### config.mk
export PLATFORM = sky130hd
export DESIGN_NAME = hpm_cntrs
export DESIGN_NICKNAME = d
export VERILOG_FILES = /design/src/rtl/hpm_cntrs_pkg.sv /design/src/rtl/hpm_cntr_slice.sv /design/src/rtl/hpm_cntrs.sv
export SDC_FILE = /design/constraint.sdc
export NUM_CORES = 2
export LEC_CHECK = 0
export CORE_MARGIN = 1
export CORE_UTILIZATION = 57
export DETAILED_ROUTE_END_ITERATION = 10
export PLACE_DENSITY = 0.78
export SYNTH_ARGS = -nofsm -noshare
export SYNTH_HDL_FRONTEND = slang
export SYNTH_SLANG_ARGS = --single-unit
### constraint.sdc
create_clock -name clk -period 15.91 [get_ports clk]
set_input_delay 2.3865 -clock clk [delete_from_list [all_inputs] [get_ports clk]]
set_output_delay 2.3865 -clock clk [all_outputs]
set_load 0.02 [all_outputs]
### src/rtl/hpm_cntrs_pkg.sv
// Shared types and constants for the hardware performance counter block.
// Slot numbering, write-select encoding and evtsel sizing live here.
package hpm_cntrs_pkg;

    localparam int CNTR_CYCLE   = 0;
    localparam int CNTR_TIME    = 1;
    localparam int CNTR_INSTRET = 2;

    localparam int NUM_CNTRS_DEF = 8;
    localparam int CNTR_AW_DEF   = $clog2(NUM_CNTRS_DEF);

    typedef logic [CNTR_AW_DEF-1:0] cntr_t;

    typedef enum logic [1:0] {
        WSEL_CNTR    = 2'd0,
        WSEL_EVTSEL  = 2'd1,
        WSEL_INHIBIT = 2'd2,
        WSEL_NONE    = 2'd3
    } cntr_wsel_t;

    function automatic int evtsel_w(input int n);
        return (n > 1) ? $clog2(n) : 1;
    endfunction

endpackage

### src/rtl/hpm_cntr_slice.sv
// One counter: half-word write merge, gated +1 increment, sticky overflow.
// A write to either half suppresses that edge's increment.
module hpm_cntr_slice
    import hpm_cntrs_pkg::*;
#(
    parameter int XLEN       = 32,
    parameter int CNTR_WIDTH = 64
) (
    input  logic                  clk,
    input  logic                  rst,
    input  logic                  en,
    input  logic                  inhibit,
    input  logic                  wr_lo,
    input  logic                  wr_hi,
    input  logic [XLEN-1:0]       wr_data,
    input  logic                  ovf_clr,
    output logic [CNTR_WIDTH-1:0] cnt,
    output logic                  ovf
);

    localparam int HW = CNTR_WIDTH - XLEN;

    logic inc;
    logic wrap;

    assign inc  = en & ~inhibit & ~wr_lo & ~wr_hi;
    assign wrap = inc & (&cnt);

    always_ff @(posedge clk or posedge rst) begin
        if (rst) begin
            cnt <= '0;
            ovf <= 1'b0;
        end else begin
            if (wr_lo) begin
                cnt[XLEN-1:0] <= wr_data;
            end else if (wr_hi) begin
                cnt[CNTR_WIDTH-1:XLEN] <= wr_data[HW-1:0];
            end else if (inc) begin
                cnt <= cnt + CNTR_WIDTH'(1);
            end
            // a wrap on the same edge as a clear keeps the flag set
            ovf <= wrap | (ovf & ~ovf_clr);
        end
    end

endmodule

### src/rtl/hpm_cntrs.sv
// Cycle/time/instret plus event-selectable HPM counters with split reads.
// Optional SUROV_CNTR_SNAPSHOT_EN: atomic high-half snapshot on low reads.
module hpm_cntrs
    import hpm_cntrs_pkg::*;
#(
    parameter int XLEN       = 32,
    parameter int CNTR_WIDTH = 64,
    parameter int NUM_CNTRS  = 8,
    parameter int NUM_EVT    = 8,
    parameter int CNTR_AW    = $clog2(NUM_CNTRS)
) (
    input  logic                 clk,
    input  logic                 rst,
    input  logic                 instr_retire,
    input  logic [NUM_EVT-1:0]   evt,
    input  logic [CNTR_AW-1:0]   rd_addr,
    input  logic                 rd_hi,
    output logic [XLEN-1:0]      rd_data,
    input  logic                 wr_en,
    input  logic [1:0]           wr_sel,
    input  logic [CNTR_AW-1:0]   wr_addr,
    input  logic                 wr_hi,
    input  logic [XLEN-1:0]      wr_data,
    output logic [NUM_CNTRS-1:0] ovf,
    input  logic [NUM_CNTRS-1:0] ovf_clr
);

    localparam int EW = evtsel_w(NUM_EVT);
    localparam int HW = CNTR_WIDTH - XLEN;
    localparam logic [NUM_CNTRS-1:0] INH_MASK =
        ~(NUM_CNTRS'(1) << CNTR_TIME);

    logic [CNTR_WIDTH-1:0] cnt [NUM_CNTRS];
    logic [NUM_CNTRS-1:0]  inhibit;
    cntr_wsel_t            wsel;
    logic                  wr_ok;
    logic                  wr_cntr;

    assign wsel    = cntr_wsel_t'(wr_sel);
    assign wr_ok   = wr_en && (int'(wr_addr) < NUM_CNTRS);
    assign wr_cntr = wr_ok && (wsel == WSEL_CNTR);

    always_ff @(posedge clk or posedge rst) begin
        if (rst) begin
            inhibit <= '0;
        end else if (wr_ok && wsel == WSEL_INHIBIT) begin
            inhibit <= wr_data[NUM_CNTRS-1:0] & INH_MASK;
        end
    end

    for (genvar k = 0; k < NUM_CNTRS; k++) begin : g_slot
        if (k == CNTR_TIME) begin : g_time
            assign cnt[k] = '0;
            assign ovf[k] = 1'b0;
        end else begin : g_cnt
            logic en;
            logic wr_lo_k;
            logic wr_hi_k;
            logic hit;

            assign hit     = wr_cntr && (wr_addr == CNTR_AW'(k));
            assign wr_lo_k = hit && !wr_hi;
            assign wr_hi_k = hit && wr_hi;

            if (k == CNTR_CYCLE) begin : g_cyc
                assign en = 1'b1;
            end else if (k == CNTR_INSTRET) begin : g_ret
                assign en = instr_retire;
            end else begin : g_hpm
                logic [EW-1:0] sel_q;

                always_ff @(posedge clk or posedge rst) begin
                    if (rst) begin
                        sel_q <= '0;
                    end else if (wr_ok && wsel == WSEL_EVTSEL &&
                                 wr_addr == CNTR_AW'(k)) begin
                        sel_q <= wr_data[EW-1:0];
                    end
                end

                // selects past NUM_EVT match nothing and count nothing
                always_comb begin
                    en = 1'b0;
                    for (int j = 0; j < NUM_EVT; j++) begin
                        if (sel_q == EW'(j)) en = evt[j];
                    end
                end
            end

            hpm_cntr_slice #(
                .XLEN       (XLEN),
                .CNTR_WIDTH (CNTR_WIDTH)
            ) u_slice (
                .clk     (clk),
                .rst     (rst),
                .en      (en),
                .inhibit (inhibit[k]),
                .wr_lo   (wr_lo_k),
                .wr_hi   (wr_hi_k),
                .wr_data (wr_data),
                .ovf_clr (ovf_clr[k]),
                .cnt     (cnt[k]),
                .ovf     (ovf[k])
            );
        end
    end

    logic [CNTR_WIDTH-1:0] live;
    logic [HW-1:0]         hi_live;
    logic [HW-1:0]         hi_sel;

    always_comb begin
        live = '0;
        for (int k = 0; k < NUM_CNTRS; k++) begin
            if (rd_addr == CNTR_AW'(k)) live = cnt[k];
        end
    end

    assign hi_live = live[CNTR_WIDTH-1:XLEN];

`ifdef SUROV_CNTR_SNAPSHOT_EN
    logic [HW-1:0]      snap_hi;
    logic [CNTR_AW-1:0] snap_tag;
    logic               snap_vld;
    logic               rd_ok;

    assign rd_ok = int'(rd_addr) < NUM_CNTRS;

    always_ff @(posedge clk or posedge rst) begin
        if (rst) begin
            snap_hi  <= '0;
            snap_tag <= '0;
            snap_vld <= 1'b0;
        end else if (!rd_hi) begin
            snap_hi  <= hi_live;
            snap_tag <= rd_addr;
            snap_vld <= rd_ok && !(wr_cntr && wr_addr == rd_addr);
        end else if (rd_addr != snap_tag ||
                     (wr_cntr && wr_addr == snap_tag)) begin
            snap_vld <= 1'b0;
        end
    end

    assign hi_sel = (snap_vld && snap_tag == rd_addr) ? snap_hi : hi_live;
`else
    assign hi_sel = hi_live;
`endif

    assign rd_data = rd_hi ? XLEN'(hi_sel) : live[XLEN-1:0];

endmodule

* Word level (Yosys, flattened, before mapping)
Index checks and enable logic that the tools add are counted.
** Word-level totals
- Flip-flop bits (word level) :: 477
- Input port bits :: 62
** Operators by class
- Muxes and demuxes :: 77
- Equality and inequality tests :: 57
- Bitwise logic cells :: 69
- $add $sub $neg :: 7
- Reduce and logical (&&, ||, !) cells :: 73
** Operator list (number)
- two-way mux 64 bit :: 15
- two-way mux 32 bit :: 22
- adder 64 x 1 -> 64 bit (second input constant) :: 7
- AND reduction 64 bit :: 7
- equality test 3 bit (second input constant) :: 28
- equality test 3 x 2 -> 1 bit (second input constant) :: 14
- two-way mux 1 bit :: 40
- AND 1 bit :: 34
- logical AND 1 bit :: 29
- inverter 1 bit :: 28
- AND reduction 2 bit :: 14
- nonzero test 2 bit :: 14
- logical NOT 3 bit :: 7
- equality test 3 x 1 -> 1 bit (second input constant) :: 6
- inequality test 2 x 1 -> 1 bit (second input constant) :: 7
- OR 1 bit :: 7
- equality test 2 x 1 -> 1 bit (second input constant) :: 1
- equality test 2 bit (second input constant) :: 1
- logical NOT 2 bit :: 1
- logical NOT 1 bit :: 1

* Longest topological paths before layout
- Depth after elaboration :: 15
- Depth in mapped cells :: 10
- Depth with buffers taken out :: 7

* Cells and area by module
From an unflattened synthesis, not the netlist that was laid out.
** Second synthesis, totals
- Cell total of the unflattened synthesis :: 4627
- Area total of the unflattened synthesis :: 37249.5 um^2
** Modules (own cells, without submodules)
- hpm_cntr_slice :: area an instance 4510.6 um^2, seq. area each 1626.6 um^2, cells each 555, instances 7
- hpm_cntrs :: area an instance 5675.4 um^2, seq. area each 550.5 um^2, cells each 742, instances 1

* Worst setup path after synthesis
OpenSTA, ideal clock, no wires.
- Path type :: input to output
- Start point :: in rd_addr[2]
- End point :: out rd_data[13]
- Setup slack :: 9.048 ns
- Stages on the path :: 7
- Buffers on the path :: 4
- Arrival :: 4.476 ns
- Path through :: clkbuf_1 buf_1 buf_1 clkbuf_1 mux4_2 mux2i_1 o21ai_0
** On the way
- Word-level cells in the longest chain between the ends :: 10
- Elaborated cells on any way between the ends :: 17
- Those cells by class :: eq/ne (7); mux (9); reduce/logical (1)
** Ends and longest elaborated chain
- from (decl) :: line hpm_cntrs.sv:16 : input logic [CNTR_AW-1:0] rd_addr,
- logical NOT 3 bit :: line hpm_cntrs.sv:115 : if (rd_addr == CNTR_AW'(k)) live = cnt[k];
- two-way mux 64 bit (7 in a row) :: line hpm_cntrs.sv:115
- two-way mux 64 bit * :: line hpm_cntrs.sv:115
- two-way mux 32 bit * :: line hpm_cntrs.sv:149 : assign rd_data = rd_hi ? XLEN'(hi_sel) : live[XLEN-1:0];
- to (decl) :: line hpm_cntrs.sv:18 : output logic [XLEN-1:0] rd_data,
Every way passes the cells marked *; elsewhere a longest branch is shown, timed or not.

* Final worst setup path
- Start point :: in rd_addr[2]
- End point :: out rd_data[25]
Same word-level chain as after synthesis.

==> flow_metrics.tcl <==
set metrics [dict create \
    ant_nets 0 \
    crit_family "buffers and inverters" \
    hp-class "flop to flop" \
    rows 88 \
    cts-root-buf "clkbuf_16" \
    areaGrowthSynthToFinish_pct 9.234 \
    clk_path_buf_depth 3 \
    cts_tree "yes" \
    hold_buffers 0 \
    place_hpwl_um 96550 \
    ios 102 \
    crit_chain "buf_6, buf_4, and2_2, buf_4, a22oi_1, a211oi_1, a21oi_1, o21ai_0, clkdlybuf4s50_1" \
    vdd_ir_drop_max_uv 123.7 \
    dr.pass1.iters 11 \
    syn-num-nets 4288 \
    critical_path_class "primary input to primary output" \
    leakage_nw 13.98 \
    finalSetupViolations 0 \
    synth_cell_types 83 \
    dr.first_iter.drc_count 6989 \
    maxSlewViolCount 0 \
    drc 5 \
    maxSlewHeadroom 0.05410 \
    tightest_slew_ns 1.406 \
    crit_required_ns 13.52 \
    ys.warnings.count 0 \
    cap_violations 0 \
    grt_pass1_wl_um 213300 \
    overflow 0 \
    synth.cell_area_sq_um 33830 \
    max_freq_ghz 0.1187 \
    cts.sinks 477 \
    clkLatencyLatePin_ns 0.65 \
    gp_congestion 1.072 \
    yosysTopAreaCellShare 0.3528 \
    fillCellCount 5035 \
    die_h_um 245.6 \
    rsz0062_at_grt "no" \
    synth_async_sr_flop_share 1.000 \
    port_buffers 99 \
    initial_core_util 0.5820 \
    hold_violations 0 \
    syn_avg_cell_area_sq_um 8.020 \
    antenna_found_initial 5 \
    yosys_register_bits 477 \
    numCtsBuffers 56 \
    post-route-util 0.6357 \
    max_stage_delay_ns 0.69 \
    crit_fanout 89 \
    cpMaxStageDelayCell "clkdlybuf4s50_1" \
    arrival_ns 6.04 \
    synth_edf_count 0 \
    startpoint_type "primary input" \
    drive_gt1_frac 0.07676 \
    synth_top_area_cell "dfrtp_1" \
    status "finished with violations" \
    seq_area_frac_synth 0.3528 \
    crit_buf_inv 4 \
    power_density_nw_per_um2 112.1 \
    vias 37470 \
    die_area_sq_um 60340 \
    violations "design-rule violations" \
    nets 4188 \
    wirelength_um 143900 \
    first_global_vias 32880 \
    cts-htree-levels 2 \
    synthFlopType "dfrtp_1" \
    tns_ns 0 \
    grt_start_max_net_pins 98 \
    fin_crit_ns 8.422 \
    routedWlPerCell_um 29.22 \
    post_cts.repair.setup_buffers 0 \
    core-area_sq_um 58140 \
    synth_most_common_cell "nand2_1" \
    setup.worst_path.end_class "primary output" \
    cts_resized 0 \
    ys_top_cells_by_area "dfrtp_1 (35%), nand2_1 (7.4%), o21ai_0 (5.3%)" \
    fp.dieW_um 245.6 \
    viasPerCell 7.608 \
    synth_common_cells "nand2_1 (667), dfrtp_1 (477), o21ai_0 (358)" \
    track_usage 0.4725 \
    cpMostUsedCell "buf_4" \
    path_clk_slew_ns 0.06 \
    period_share 0.5293 \
    clock_skew_ns 0.02492 \
    syn-instance-count 4219 \
]
-- layout make-up --
cell class	instances	area [sq um]	share of cell area
diodes	4	10.01	0.0002708
clock inverters	14	212.7	0.005755
flip-flops and latches	477	11940	0.3230
multi-input cells	3348	20450	0.5533
clock buffers	81	1617	0.04374
well taps	765	957.2	0.02590
repair buffers	184	1575	0.04262
inverters	52	202.7	0.005484
-- worst paths after layout --
check	startpoint	to	depth (start not counted)	slack, ns
hold reg to reg	g_slot[0].g_cnt.u_slice.ovf	g_slot[0].g_cnt.u_slice.ovf	2	0.49
setup reg to reg	g_slot[5].g_cnt.g_hpm.sel_q[2]	g_slot[5].g_cnt.u_slice.cnt[61]	7	12.44
min in group asynchronous	rst	g_slot[5].g_cnt.u_slice.ovf	2	2.28
setup / recovery	rd_addr[2]	rd_data[25]	9	7.49
max in group asynchronous	rst	g_slot[0].g_cnt.u_slice.cnt[10]	4	11.26
hold / removal	g_slot[0].g_cnt.u_slice.ovf	g_slot[0].g_cnt.u_slice.ovf	2	0.49
-- where the power goes --
group / switching (mW) / internal [mW] / leakage (nW)
registers: 0.359 / 1.39 / 6.30
clock network: 0.565 / 0.779 / 0.899
logic: 0.661 / 0.390 / 6.78
-- registers in the layout (all words and copies together), names as in the netlist --
register                  flops
inhibit                       7
g_slot.g_cnt.u_slice.ovf      7
g_slot.g_cnt.g_hpm.sel_q     15
g_slot.g_cnt.u_slice.cnt    448
-- through the flow --
stage	instances	hold WS, ns	area [sq um]	worst slack (ns)	power (mW)
floorplan	4219	0.4570	33840	0.2160	2.292
finish	4925	0.4910	36960	7.488	4.143
global route	4921	0.5173	36950	7.336	4.251
detailed placement	4826	0.4900	35120	7.725	2.738
global placement	4826	0.4818	35120	7.764	2.708
CTS	4921	0.5038	36950	7.725	4.057
-- cells in the final DEF, fill, tap and decap left out, types with 86 or more instances in the layout --
| master | count |
|---|---|
| nand3_1 | 286 |
| a22oi_1 | 94 |
| nor3_1 | 107 |
| dfrtp_1 | 477 |
| buf_4 | 87 |
| nor2_1 | 319 |
| nand2_1 | 666 |
| nand4_1 | 162 |
| o21ai_0 | 358 |
| o211ai_1 | 127 |
| clkdlybuf4s50_1 | 86 |
| a21oi_1 | 156 |
| and3_1 | 93 |
| o311ai_0 | 114 |
-- layer usage --
layer | vias up | wire length (um) | track usage
li1 | 15810 | - | -
met1 | 17520 | 50620 | 0.6295
met2 | 3360 | 55510 | 0.6206
met3 | 776 | 24760 | 0.1856
met4 | 4 | 12950 | 0.3299
met5 | - | 67 | 0
-- kinds of logic after synthesis --
kind of cell               synth area share
and+or+nand+nor                      0.2917
adders and majority gates          0.002588
other                             0.0001108
xor gates and xnor gates            0.01993
buffers and inverters               0.04519
muxes                               0.06889
DFF                                  0.3528
AOI/OAI and AO/OA                    0.2188
-- worst min-delay path, cell delays in order, from the launching register on --
cell and delay, ns:
dfrtp_1 0.34, nand2b_1 0.06, o31ai_1 0.06
Note: power is estimated with default switching activity, not from simulation.
